$ cat config.mk
export PLATFORM = sky130hd
export DESIGN_NAME = pipe_hazard_ctrl
export DESIGN_NICKNAME = d
export VERILOG_FILES = /design/src/rtl/pipe_hazard_ctrl_pkg.sv /design/src/rtl/pipe_hazard_ctrl_sat_counter.sv /design/src/rtl/pipe_hazard_ctrl.sv
export SDC_FILE = /design/constraint.sdc
export NUM_CORES = 1
export LEC_CHECK = 0
export CAP_MARGIN = 25
export CORE_MARGIN = 4
export CORE_UTILIZATION = 45
export CTS_CLUSTER_DIAMETER = 100
export DETAILED_ROUTE_END_ITERATION = 16
export HOLD_SLACK_MARGIN = 0.05
export PLACE_DENSITY_LB_ADDON = 0.08
export SYNTH_ARGS = -nofsm -noshare
export SYNTH_HDL_FRONTEND = slang
export SYNTH_SLANG_ARGS = --single-unit
$ cat constraint.sdc
create_clock -name clk -period 1.9 [get_ports clk]
set_input_delay 0.285 -clock clk [delete_from_list [all_inputs] [get_ports clk]]
set_output_delay 0.285 -clock clk [all_outputs]
set_load 0.005 [all_outputs]
$ cat src/rtl/pipe_hazard_ctrl_pkg.sv
// Shared types and constants for the pipeline hazard/stall controller.
package pipe_hazard_ctrl_pkg;

   typedef enum logic [1:0] {
      RUN      = 2'd0,
      MEM_WAIT = 2'd1,
      ERR      = 2'd2
   } state_t;

   localparam logic [4:0] X0_ADDR = 5'd0;

endpackage

$ cat src/rtl/pipe_hazard_ctrl_sat_counter.sv
// Saturating up-counter: increments on inc, sticks at all-ones, never wraps.
module sat_counter #(
   parameter int W = 32
) (
   input  logic         clk,
   input  logic         rst_n,
   input  logic         inc,
   output logic [W-1:0] q
);

   always_ff @(posedge clk or negedge rst_n) begin
      if (!rst_n) begin
         q <= '0;
      end else if (inc && (q != {W{1'b1}})) begin
         q <= q + W'(1);
      end
   end

endmodule

$ cat src/rtl/pipe_hazard_ctrl.sv
// Hazard/stall controller for the 5-stage pipeline: load-use bubbles, EX redirects,
// data-memory wait states with timeout, plus stall/flush performance counters.
module pipe_hazard_ctrl
   import pipe_hazard_ctrl_pkg::*;
#(
   parameter int MEM_TIMEOUT = 16,
   parameter int CNT_W       = 32
) (
   input  logic             clk,
   input  logic             rst_n,
   input  logic             MemRead_ex,
   input  logic [4:0]       rdAddr_ex,
   input  logic [4:0]       rs1Addr_id,
   input  logic [4:0]       rs2Addr_id,
   input  logic             rs1Used_id,
   input  logic             rs2Used_id,
   input  logic             Redirect_ex,
   input  logic             dmem_req_mem,
   input  logic             dmem_ready,
   output logic             PCWrite,
   output logic             IFIDWrite,
   output logic             IFID_flush,
   output logic             IDEX_flush,
   output logic             pipe_hold,
   output logic             mem_err,
   output logic [CNT_W-1:0] stall_cnt,
   output logic [CNT_W-1:0] flush_cnt
);

   localparam int WCW = $clog2(MEM_TIMEOUT + 1);

   state_t         state, state_nxt;
   logic [WCW-1:0] wait_cnt, wait_nxt;
   logic           err_nxt;
   logic           memstall, loaduse;

   assign memstall = dmem_req_mem & ~dmem_ready;
   assign loaduse  = MemRead_ex & (rdAddr_ex != X0_ADDR) &
                     ((rs1Used_id & (rs1Addr_id == rdAddr_ex)) |
                      (rs2Used_id & (rs2Addr_id == rdAddr_ex)));

   always_ff @(posedge clk or negedge rst_n) begin
      if (!rst_n) begin
         state    <= RUN;
         wait_cnt <= '0;
         mem_err  <= 1'b0;
      end else begin
         state    <= state_nxt;
         wait_cnt <= wait_nxt;
         mem_err  <= err_nxt;
      end
   end

   always_comb begin
      state_nxt  = state;
      wait_nxt   = wait_cnt;
      err_nxt    = mem_err;
      PCWrite    = 1'b1;
      IFIDWrite  = 1'b1;
      IFID_flush = 1'b0;
      IDEX_flush = 1'b0;
      pipe_hold  = 1'b0;
      case (state)
         RUN: begin
            // A memory stall freezes everything; redirect/load-use are re-evaluated afterwards.
            if (memstall) begin
               PCWrite   = 1'b0;
               IFIDWrite = 1'b0;
               pipe_hold = 1'b1;
               state_nxt = MEM_WAIT;
               wait_nxt  = WCW'(1);
            end else if (Redirect_ex) begin
               IFID_flush = 1'b1;
               IDEX_flush = 1'b1;
            end else if (loaduse) begin
               PCWrite    = 1'b0;
               IFIDWrite  = 1'b0;
               IDEX_flush = 1'b1;
            end
         end
         MEM_WAIT: begin
            PCWrite   = 1'b0;
            IFIDWrite = 1'b0;
            pipe_hold = 1'b1;
            if (dmem_ready) begin
               state_nxt = RUN;
               wait_nxt  = '0;
            end else if (wait_cnt == WCW'(MEM_TIMEOUT - 1)) begin
               state_nxt = ERR;
               err_nxt   = 1'b1;
            end else begin
               wait_nxt = wait_cnt + WCW'(1);
            end
         end
         default: begin
            PCWrite   = 1'b0;
            IFIDWrite = 1'b0;
            pipe_hold = 1'b1;
         end
      endcase
   end

   sat_counter #(.W(CNT_W)) u_stall_cnt (
      .clk   (clk),
      .rst_n (rst_n),
      .inc   (~PCWrite),
      .q     (stall_cnt)
   );

   sat_counter #(.W(CNT_W)) u_flush_cnt (
      .clk   (clk),
      .rst_n (rst_n),
      .inc   (IFID_flush),
      .q     (flush_cnt)
   );

endmodule

==> results_tabular.tex <==
\begin{tabular}{lr}
\hline
Metric & Value \\
\hline
\multicolumn{2}{l}{\textbf{Power}} \\
\quad Overall power after layout & 4.06 mW \\
\quad Peak supply drop & 0.383 mV \\
\quad Static power due to leakage & 2.69 nW \\
\quad P per Cell Area & 680 mW/mm2 \\
\multicolumn{2}{l}{\textbf{Floorplanning}} \\
\quad Die Wd & 99.3 um \\
\quad Area of the die & 0.00987 mm2 \\
\quad Y dimension of the die & 99.3 um \\
\quad Effective utilization at floorplan & 45.9\% \\
\quad Top-level I/O count & 93 \\
\quad Standard-cell rows & 33 \\
\quad CORE AREA & 0.00818 mm2 \\
\multicolumn{2}{l}{\textbf{CTS}} \\
\quad Clock slew at reported path FFs & 70 ps \\
\quad Clock tree from TritonCTS & yes \\
\quad Total CTS buffers & 9 \\
\quad Skew-Pair Late Insertion Delay & 340 ps \\
\quad Root Driver & sky130\_fd\_sc\_hd\_\_clkbuf\_8 \\
\quad Maximum clock insertion buffer count & 2 \\
\quad H-tree Lvls & 3 \\
\quad TritonCTS Sinks & 72 \\
\multicolumn{2}{l}{\textbf{Global routing}} \\
\quad Antenna violations before repair & 0 \\
\quad Remaining global-route overflow & 0 \\
\quad First-pass GRT wire length & 15900 um \\
\quad Total global-route track usage & 19.8\% \\
\quad Via count of the first global-routing pass & 3406 \\
\quad Largest net degree at the start of global routing & 73 \\
\multicolumn{2}{l}{\textbf{Yosys}} \\
\quad Most frequent cells after synthesis & 72 x sky130\_fd\_sc\_hd\_\_dfrtp\_1, 64 x sky130\_fd\_sc\_hd\_\_xnor2\_1, 34 x sky130\_fd\_sc\_hd\_\_nand2\_1, 25 x sky130\_fd\_sc\_hd\_\_nor2\_1 \\
\quad Count of flip-flops with a built-in enable after synthesis & 0 \\
\quad Library cell with the highest instance count after synthesis & sky130\_fd\_sc\_hd\_\_dfrtp\_1 \\
\quad Post-synthesis cell area & 0.00375 mm2 \\
\quad Synth area leaders & sky130\_fd\_sc\_hd\_\_dfrtp\_1 48\%, sky130\_fd\_sc\_hd\_\_xnor2\_1 15\%, sky130\_fd\_sc\_hd\_\_nand4\_1 3.8\% \\
\quad Portion of the post-synthesis area used by sequential elements & 48.0\% \\
\quad Post-Synthesis Cells & 359 \\
\quad Warnings, synthesis & 0 \\
\quad Avg Cell Area, Syn & 10.5 um2 \\
\quad Share of synthesized flip-flops with an asynchronous set or reset & 100\% \\
\quad Fraction of post-synthesis cell area in the top cell type by area & 48.0\% \\
\quad Number of register bits inferred by synthesis & 72 \\
\quad Number of nets produced by synthesis & 386 \\
\quad Predominant post-synthesis flop cell & sky130\_fd\_sc\_hd\_\_dfrtp\_1 \\
\quad Number of library cell types mapped by synthesis & 43 \\
\quad Post-synth top area cell & sky130\_fd\_sc\_hd\_\_dfrtp\_1 \\
\multicolumn{2}{l}{\textbf{Routing}} \\
\quad First-pass detailed-route iteration total & 4 \\
\quad Routed wire length & 9740 um \\
\quad Remaining antenna violation count & 0 \\
\quad Vias per cell & 5.03 \\
\quad Vias after detailed routing & 3333 \\
\quad Residual DRC & 0 \\
\quad DR WL/cell & 14.7 um \\
\quad Drt initial violations & 140 \\
\multicolumn{2}{l}{\textbf{STA}} \\
\quad Total count of max-transition violations in the final report & 0 \\
\quad Final worst clock skew & 8.16 ps \\
\quad Hold violation count in the final report & 0 \\
\quad Final period utilization & 102\% \\
\quad Minimum clock period after layout & 1950 ps \\
\quad Final count of negative-setup-slack endpoints & 8 \\
\quad Least-Margin Pin Slew & 392 ps \\
\quad Top achievable clock speed & 514 MHz \\
\quad Relative slew slack & 73.9\% \\
\quad Worst-case setup margin in the final layout & -45.1 ps \\
\quad RSZ-0062 raised after global routing & true \\
\multicolumn{2}{l}{\textbf{Critical path}} \\
\quad Type of element capturing the critical path & output pin \\
\quad Required time reported for the critical path endpoint & 1620 ps \\
\quad Type of the worst setup path & in -> out \\
\quad Worst r2r src & u\_stall\_cnt.q[0] \\
\quad Critical path startpoint & rdAddr\_ex[1] \\
\quad Launching element type of the critical path & input pin \\
\quad Crit-path max FO & 3 \\
\quad Critical path arrival & 1660 ps \\
\multicolumn{2}{l}{\textbf{Final layout}} \\
\quad Share of layout cells above drive strength 1 & 32.1\% \\
\quad Number of diodes & 0 \\
\quad Final core utilization & 73.1\% \\
\quad Synth-to-layout area growth & 59.1\% \\
\quad Nets@finish & 579 \\
\multicolumn{2}{l}{\textbf{Outcome}} \\
\quad Violated checks & negative setup slack \\
\quad Outcome & finished with violations \\
\multicolumn{2}{l}{\textbf{Worst hold path}} \\
\quad Worst Min Path Start & mem\_err \\
\quad Worst min path class & reg -> reg \\
\multicolumn{2}{l}{\textbf{Place}} \\
\quad Port bufs & 92 \\
\quad Routability congestion estimate from global placement & 0.877 \\
\quad Detailed placer's ending HPWL & 6850 um \\
\multicolumn{2}{l}{\textbf{Run}} \\
\quad Max-capacitance violation count & 0 \\
\hline
\end{tabular}
==> metrics by stage <==
| stage | worst slack [ps] | setup TNS, ps | instance area [um2] | std cells | hold slack [ps] |
|---|---|---|---|---|---|
| detailed placement | -835 | -22820 | 5430 | 633 | 344 |
| global route | -104 | -1560 | 5980 | 662 | 519 |
| finish | -45.1 | -181 | 5980 | 662 | 487 |
| CTS | -69.2 | -138 | 5690 | 656 | 498 |
| global placement | -803 | -20660 | 5430 | 633 | 344 |
| floorplan | -59.0 | -379 | 3800 | 359 | -10.6 |
==> registers in the layout, summed over array words and instances, names as in the netlist <==
| register | count |
|---|---|
| u_flush_cnt.q | 32 |
| u_stall_cnt.q | 32 |
| wait_cnt | 5 |
| state | 2 |
| mem_err | 1 |
==> per-layer routing <==
layer  GRT usage [%]  wire (um)  share of wire, %  vias to the layer above
li1                -          -                 -                     1639
met1            26.8       4520                46                     1617
met2            31.9       4690                48                       66
met3            4.42        396               4.1                       11
met4            6.09        126               1.3                        0
met5               0          0                 0                        -
==> worst max-delay path: stages <==
cell	delay, ps
sky130_fd_sc_hd__buf_8	100
sky130_fd_sc_hd__or4_4	510
sky130_fd_sc_hd__o21a_1	210
sky130_fd_sc_hd__and2_1	140
sky130_fd_sc_hd__a21o_1	210
sky130_fd_sc_hd__inv_2	100
sky130_fd_sc_hd__buf_6	100
==> path summary, 6_finish.rpt <==
path / to / slack [ps] / cells past startpoint
worst min-delay path: mem_err / 490 / 2
worst min register to register: mem_err / 490 / 2
max in group asynchronous: u_stall_cnt.q[3] / 1090 / 3
worst max register to register: u_stall_cnt.q[1] / -40 / 7
worst max-delay path: PCWrite / -50 / 7
min in group asynchronous: u_flush_cnt.q[27] / 500 / 3
==> timing repair <==
item | 4_1_cts | 5_1_grt
gates resized for setup | 47 | 48
hold buffers | 1 | 0
hold endpoints to repair | 72 | 0
endpoints found under the setup margin | 45 | 52
buffers inserted | 6 | 6
cloned | 0 | 1
pin swaps | 16 | 39
==> layout make-up <==
cell class / count / area (um2)
Fill cell: 571 / 2200
Multi-Input combinational cell: 266 / 2100
Sequential cell: 72 / 1800
Timing Repair Buffer: 190 / 1730
Clock buffer: 12 / 145
Tap cell: 105 / 131
Inverter: 13 / 48.8
Clock inverter: 4 / 20.0
==> kinds of logic after synthesis <==
family,share of synthesized area [%]
buf+inv,3.20
xor+xnor,17.0
mux,0.900
compound gates,3.90
fa+ha+maj,1.33
flops,48.0
simple gates,25.7
==> cell usage in the layout, fill, tap and decap left out, drive strengths merged, types with 2 or more instances in the layout <==
master	instances
o21ai	5
and4	5
a21o	2
or2	3
nand2	34
xor2	9
ha	4
a21oi	4
xnor2	64
dlygate4sd2	4
clkbuf	14
nor2	25
mux2	3
nor3	3
dfrtp	72
nand2b	4
dlymetal6s2s	7
clkinv	4
nand3	36
and2	4
inv	13
clkdlybuf4s50	73
a31oi	2
buf	102
nor4	5
and3	15
nand4	25
nand3b	2
==> where the power goes <==
| group | internal [mW] | total, mW | switching, mW |
|---|---|---|---|
| combinational | 0.711 | 1.18 | 0.474 |
| sequential | 1.68 | 1.81 | 0.131 |
| clock | 0.502 | 1.07 | 0.567 |
| total | 2.89 | 4.06 | 1.17 |
Note: power is estimated with default switching activity, not from simulation.
